--- src/rtl/if_id_fetch_queue_pkg.sv ---
// Shared fetch-path defines plus the fetch-queue package: word width, depth and the
// occupancy classification used to derive in_ready/out_valid from the registered count.
`ifndef WORD_LEN
`define WORD_LEN 16
`endif
`ifndef FETCHQ_DEPTH
`define FETCHQ_DEPTH 2
`endif
`ifndef NOP_INSTR
`define NOP_INSTR 0
`endif

package if_id_fetch_queue_pkg;

    localparam int unsigned WordLen     = `WORD_LEN;
    localparam int unsigned FetchqDepth = `FETCHQ_DEPTH;
    localparam logic [WordLen-1:0] NopInstr = WordLen'(`NOP_INSTR);

    typedef enum logic [1:0] {
        OccEmpty,
        OccPartial,
        OccFull
    } occ_e;

    function automatic occ_e occ_decode(input int unsigned cnt, input int unsigned depth);
        if (cnt == 0) begin
            return OccEmpty;
        end else if (cnt == depth) begin
            return OccFull;
        end else begin
            return OccPartial;
        end
    endfunction

endpackage

--- src/rtl/fetchq_mem.sv ---
// Fetch-queue storage: Depth x Width register array, one synchronous write port and
// one asynchronous read port. Contents are deliberately not reset.
module fetchq_mem #(
    parameter int unsigned Width = 32,
    parameter int unsigned Depth = 2,
    parameter int unsigned AddrW = $clog2(Depth)
) (
    input  logic             clk_i,
    input  logic             we_i,
    input  logic [AddrW-1:0] waddr_i,
    input  logic [Width-1:0] wdata_i,
    input  logic [AddrW-1:0] raddr_i,
    output logic [Width-1:0] rdata_o
);

    logic [Width-1:0] mem_q [Depth];

    always_ff @(posedge clk_i) begin
        if (we_i) begin
            mem_q[waddr_i] <= wdata_i;
        end
    end

    assign rdata_o = mem_q[raddr_i];

endmodule

--- src/rtl/if_id_fetch_queue.sv ---
// IF/ID fetch queue: small FIFO of {PC, instruction} pairs between fetch and decode.
// ~in_ready_o is the fetch freeze; flush discards held and same-cycle traffic.
module if_id_fetch_queue
    import if_id_fetch_queue_pkg::*;
#(
    parameter int unsigned WORD_LEN = WordLen,
    parameter int unsigned DEPTH    = FetchqDepth,
    parameter int unsigned CNT_W    = $clog2(DEPTH) + 1
) (
    input  logic                clk_i,
    input  logic                rst_ni,
    input  logic                in_valid_i,
    input  logic [WORD_LEN-1:0] in_pc_i,
    input  logic [WORD_LEN-1:0] in_instr_i,
    input  logic                flush_i,
    input  logic                out_ready_i,
    output logic                in_ready_o,
    output logic                out_valid_o,
    output logic [WORD_LEN-1:0] out_pc_o,
    output logic [WORD_LEN-1:0] out_instr_o,
    output logic [CNT_W-1:0]    count_o
);

    localparam int unsigned PtrW = $clog2(DEPTH);

    logic [PtrW-1:0]       wr_ptr_q, wr_ptr_d;
    logic [PtrW-1:0]       rd_ptr_q, rd_ptr_d;
    logic [CNT_W-1:0]      count_q, count_d;
    logic                  push, pop;
    occ_e                  occ;
    logic [2*WORD_LEN-1:0] rdata;

    // Handshakes depend only on registered count, never combinationally on out_ready_i.
    assign occ         = occ_decode(32'(count_q), DEPTH);
    assign in_ready_o  = (occ != OccFull);
    assign out_valid_o = (occ != OccEmpty);
    assign push        = in_valid_i & in_ready_o;
    assign pop         = out_valid_o & out_ready_i;

    always_comb begin
        wr_ptr_d = wr_ptr_q;
        rd_ptr_d = rd_ptr_q;
        count_d  = count_q;
        if (flush_i) begin
            wr_ptr_d = '0;
            rd_ptr_d = '0;
            count_d  = '0;
        end else begin
            if (push) begin
                wr_ptr_d = wr_ptr_q + PtrW'(1);
            end
            if (pop) begin
                rd_ptr_d = rd_ptr_q + PtrW'(1);
            end
            unique case ({push, pop})
                2'b10:   count_d = count_q + CNT_W'(1);
                2'b01:   count_d = count_q - CNT_W'(1);
                default: count_d = count_q;
            endcase
        end
    end

    always_ff @(posedge clk_i or negedge rst_ni) begin
        if (!rst_ni) begin
            wr_ptr_q <= '0;
            rd_ptr_q <= '0;
            count_q  <= '0;
        end else begin
            wr_ptr_q <= wr_ptr_d;
            rd_ptr_q <= rd_ptr_d;
            count_q  <= count_d;
        end
    end

    fetchq_mem #(
        .Width (2 * WORD_LEN),
        .Depth (DEPTH),
        .AddrW (PtrW)
    ) u_mem (
        .clk_i   (clk_i),
        .we_i    (push & ~flush_i),
        .waddr_i (wr_ptr_q),
        .wdata_i ({in_pc_i, in_instr_i}),
        .raddr_i (rd_ptr_q),
        .rdata_o (rdata)
    );

    // Empty queue presents PC 0 and a NOP so stale storage never leaks to decode.
    assign out_pc_o    = out_valid_o ? rdata[2*WORD_LEN-1:WORD_LEN] : '0;
    assign out_instr_o = out_valid_o ? rdata[WORD_LEN-1:0] : NopInstr;
    assign count_o     = count_q;

endmodule

--- config.mk ---
export PLATFORM = sky130hd
export DESIGN_NAME = if_id_fetch_queue
export DESIGN_NICKNAME = d
export VERILOG_FILES = /design/src/rtl/if_id_fetch_queue_pkg.sv /design/src/rtl/fetchq_mem.sv /design/src/rtl/if_id_fetch_queue.sv
export SDC_FILE = /design/constraint.sdc
export NUM_CORES = 1
export LEC_CHECK = 0
export CAP_MARGIN = 15
export CORE_UTILIZATION = 51
export DETAILED_ROUTE_END_ITERATION = 7
export PLACE_DENSITY = 0.84
export SLEW_MARGIN = 0
export SYNTH_ARGS = -nofsm -noshare
export SYNTH_HDL_FRONTEND = slang
export SYNTH_SLANG_ARGS = --single-unit
--- constraint.sdc ---
create_clock -name clk_i -period 6.7 [get_ports clk_i]
set_input_delay 2.01 -clock clk_i [delete_from_list [all_inputs] [get_ports clk_i]]
set_output_delay 2.01 -clock clk_i [all_outputs]
set_load 0.01 [all_outputs]
-- Word level (Yosys, flattened, before mapping)
Memories as Yosys holds them, arrays and structs flattened.
Index checks and enable logic that the tools add are counted.
- add/sub/neg operators: 4
- eq/ne operators: 4
- mux-type cells: 12
- bitwise logic cells: 4
- reductions and logical operators: 5
- operator list (operator ; count):
    $mux W16 ; 2
    $mux W1 ; 6
    $mux W2 ; 3
    $reduce_bool A2 Y1 ; 3
    $eq A2 B2 Y1 const B ; 2
    $pmux W2 S2 ; 1
    $and A1 B1 Y1 ; 3
    $reduce_bool A3 Y1 ; 1
    $add A1 B1 Y1 const B ; 2
    $add A2 B1 Y2 const B ; 1
    $eq A2 B1 Y1 const B ; 1
    $logic_not A2 Y1 ; 1
    $ne A2 B2 Y1 const B ; 1
    $sub A2 B1 Y2 const B ; 1
    $not A1 Y1 ; 1
- register bits after elaboration: 4
- memory bits (writable): 64
- input port bits: 37
- output and inout port bits: 36
- logic and storage cells: 33
- memories kept: 1
- memories (memory ; depth ; bits a word ; read ports ; clocked after memory_dff ; wr ports ; RTL line ; RTL):
    u_mem.mem_q ; 2 ; 32 ; 1 ; 0 ; 1 ; fetchq_mem.sv:16 ; logic [Width-1:0] mem_q [Depth];

-- Depth between registers and ports, before layout
- word-level depth: 8
- gate-level depth with buffers: 4
- depth with buffers taken out: 4

-- Cells and area by module
Synthesis repeated with hierarchy kept, for this count alone.
- cells, all modules: 162
- area total of the unflattened synthesis: 2915.3 um^2
- modules (own cells, without submodules) (module ; instances ; cells an instance ; area an instance (um^2) ; seq. area each (um^2)):
    fetchq_mem ; 1 ; 102 ; 2478.6 ; 1921.8
    if_id_fetch_queue ; 1 ; 60 ; 436.7 ; 100.1

-- Worst setup path after synthesis
Ideal clock, no wire load.
- kind: in2reg
- start point: in in_valid_i
- end point: mem u_mem.mem_q[1][0], enable pin
- data arrival time: 4464 ps
- data required time: 6232 ps
- path slack: 1769 ps
- cell stages on the path: 2
- path buffers: 0
- cell sequence: nand2_1 -> nor3b_1
- longest elaborated chain between the ends: 4
- ends and longest elaborated chain (element ; RTL line ; RTL):
    start: declaration ; if_id_fetch_queue.sv:12 ; input logic in_valid_i,
    $and A1 B1 Y1 ; if_id_fetch_queue.sv:37 ; assign push = in_valid_i & in_ready_o;
    $and A1 B1 Y1 ; if_id_fetch_queue.sv:81 ; .we_i (push & ~flush_i),
    $mux W1 ; fetchq_mem.sv:19 ; if (we_i) begin
    $mux W1 (not written as such) ; fetchq_mem.sv:20 ; mem_q[waddr_i] <= wdata_i;
    end: declaration ; fetchq_mem.sv:16 ;
Every way passes these cells.

-- Final worst setup path
- start point: reg rd_ptr_q
- end point: out out_instr_o[8]
- longest elaborated chain between the ends: 2
- ends and longest elaborated chain (element ; RTL line ; RTL):
    start: declaration ; if_id_fetch_queue.sv:27 ; logic [PtrW-1:0] rd_ptr_q, rd_ptr_d;
    start signal: assignment ; if_id_fetch_queue.sv:70 ; rd_ptr_q <= rd_ptr_d;
    $mem_v2 Z2 W32 ; - ;
    $mux W16 ; if_id_fetch_queue.sv:90 ; assign out_instr_o = out_valid_o ? rdata[WORD_LEN-1:0] : NopInstr;
    end: declaration ; if_id_fetch_queue.sv:20 ; output logic [WORD_LEN-1:0] out_instr_o,
Every way passes these cells.

==> impl_metrics.ini <==
[timing]
maxSlewViolCount = 0
fin_worst_skew_ps = 9.083
fmax_ghz = 0.2316
fin_crit_sh = 0.6445
relSlewSlack = 0.3503
rsz0062_at_grt = false
setup_tns_ps = 0
setup_viol = 0
setup_slack_ps = 2382
hold_viol_final = 0
worstMarginPinSlew_ps = 969.2
period_minus_slack_ps = 4318

[synthesis]
syn_nets = 199
syn-cell-area_um2 = 2624
synth.most_common_cell = edfxtp_1
synth-warning-count = 0
synth-seq-cells = 68
synth_top_area_frac = 0.7325
ys_top_cells_by_area = edfxtp_1 73%, mux2i_1 12%, nor2_1 5.0%, dfrtp_1 3.8%, buf_2 1.3%
synth-main-ff-cell = edfxtp_1
syn-instance-count = 162
synth_cell_types = 20
synthArstFlopShare = 0.05882
synth_top_area_cell = edfxtp_1
synth_edf_count = 64
synth_commonest_cells = 64 x edfxtp_1, 35 x nor2_1, 32 x mux2i_1, 7 x buf_2, 4 x dfrtp_1
syn_avg_cell_area_um2 = 16.20
seq_area_frac_synth = 0.7706

[clock_tree]
postCtsSetupBuffers = 0
clock_latency_ps = 330
clock_sinks = 68
hold_buffers = 0
cts_tree = built
cts.repair.resized = 0
htree_levels = 3
clockBufferDepth = 2
clk_pin_slew_ps = 70
cts_root_buf = clkbuf_8
cts_buffers = 9

[floorplan]
rows = 25
die_x_um = 73.73
die_h_um = 73.73
io_pins = 73
floorplan.initialDensity = 0.5412
die_area_um2 = 5435
design.core.area_um2 = 4848

[detailed_routing]
wl_per_cell_um = 15.56
via_per_inst = 5.067
routed_wl_um = 4869
ant_nets = 0
routed-via-count = 1586
drt_pass1_iterations = 7
drc_errors = 0
drtIter0Drc = 122

[cells_and_area]
antenna-diode-count = 0
final_util = 0.7388
syn2layout_area_growth_pct = 36.53
drive_gt1_frac = 0.08130
final_nets = 278

[global_route]
overflow = 0
antenna_found_initial = 0
grt_start_max_net_pins = 34
grt_pass1_wl_um = 7410
grt_use_total = 0.2017
first_global_vias = 1614

[run_status]
status = finished, final reports clean

[place]
port_buffers = 72
dp_hpwl_um = 3290
place_ws_ps = 2487
place.gp.congestion = 0.7769

[critical_path]
end_kind = output port
crit_chain = mux2i_1 > nor2_1 > clkdlybuf4s50_1
cp_num_buf_inv = 1
cp.required_ps = 4690
cp_slowest_cell = dfrtp_2
arrival_ps = 2310
setup.worst_path.class = reg2out
start_kind = flip-flop
worst-path-max-fanout = 33
crit_family = flip-flops
slowest_delay_ps = 990

[power_and_ir_drop]
peakVddDrop_mv = 0.1653
power_leakage_uw = 0.001194
cellPowerDensity_nw_per_um2 = 244.3

[run]
cap_violations = 0

[hold_path]
min_path_type = reg2reg
path summary, 6_finish.rpt:
kind	start	cells after the start	endpoint	slack (ps)
setup / recovery	rd_ptr_q$_DFFE_PN0P_	3	out_instr_o[8]	2380
hold / removal	wr_ptr_q$_DFFE_PN0P_	2	wr_ptr_q$_DFFE_PN0P_	620
setup reg to reg	count_o[1]$_DFFE_PN0P_	5	u_mem.mem_q[0][14]$_DFFE_PP_	4350
hold reg to reg	wr_ptr_q$_DFFE_PN0P_	2	wr_ptr_q$_DFFE_PN0P_	620
max in group asynchronous	rst_ni	1	rd_ptr_q$_DFFE_PN0P_	4660
min in group asynchronous	rst_ni	1	wr_ptr_q$_DFFE_PN0P_	1870
worst min-delay path, delay by kind of cell, from the launching register on:
family / cells / cell delay (ps)
flops: 1 / 410
compound gates: 2 / 170
per-layer routing:
| metal | GRT usage | part of all wire | up-vias |
|---|---|---|---|
| li1 | - | - | 755 |
| met5 | 0 | 0 | - |
| met1 | 0.2284 | 0.39 | 750 |
| met3 | 0.06996 | 0.053 | 14 |
| met4 | 0.1496 | 0.028 | 0 |
| met2 | 0.3160 | 0.53 | 67 |
area by class of cell:
type                    count  area (um^2)
multi-input cells          84        568.0
well taps                  67        83.83
repair buffers             75        743.2
clock buffers              13        138.9
flip-flops and latches     68         2023
clock inverters             3        13.76
inverters                   3        11.26
fillers                   305         1266
registers in the layout (all words and copies together), names as in the netlist:
register,flops
count_o,2
rd_ptr_q,1
wr_ptr_q,1
u_mem.mem_q,64
logic make-up after synthesis:
kind of cell | after synthesis | share of synthesized area
xor+xnor | 1 | 0.003339
mux | 32 | 0.1221
simple gates | 44 | 0.07153
flops | 68 | 0.7706
compound gates | 7 | 0.01478
buf+inv | 10 | 0.01764
layout by cell type (no fill, tap or decap):
master / instances
a31oi_1: 1
clkinv_1: 1
clkbuf_1: 4
nor3b_2: 1
nor2_1: 34
nand3b_1: 1
or4b_1: 1
edfxtp_1: 64
nor2b_1: 1
inv_2: 1
clkdlybuf4s50_1: 72
nand2_1: 2
dfrtp_2: 1
xor2_1: 1
nand3_1: 1
a22oi_1: 1
buf_4: 3
dfrtp_1: 3
clkinv_2: 2
o21ai_0: 3
mux2i_1: 32
a21oi_1: 2
or3_2: 1
nor2_2: 1
inv_1: 2
clkbuf_8: 9
nor3_2: 1
where the power goes:
part	internal, uW	switching, uW
clock network	132	134
logic	65.4	47.3
registers	482	13.9
total	680	195
per-stage QoR:
step                power (uW)  instance area (um^2)  std cells  hold slack (ps)
detailed placement       618.3                  3430        297            599.2
CTS                      883.7                  3582        313            622.1
floorplan                550.4                  2624        162            529.4
finish                   875.1                  3582        313            616.5
global placement         615.7                  3430        297            571.8
global route             909.3                  3582        313            642.5
(Power assumes the default switching activity.)
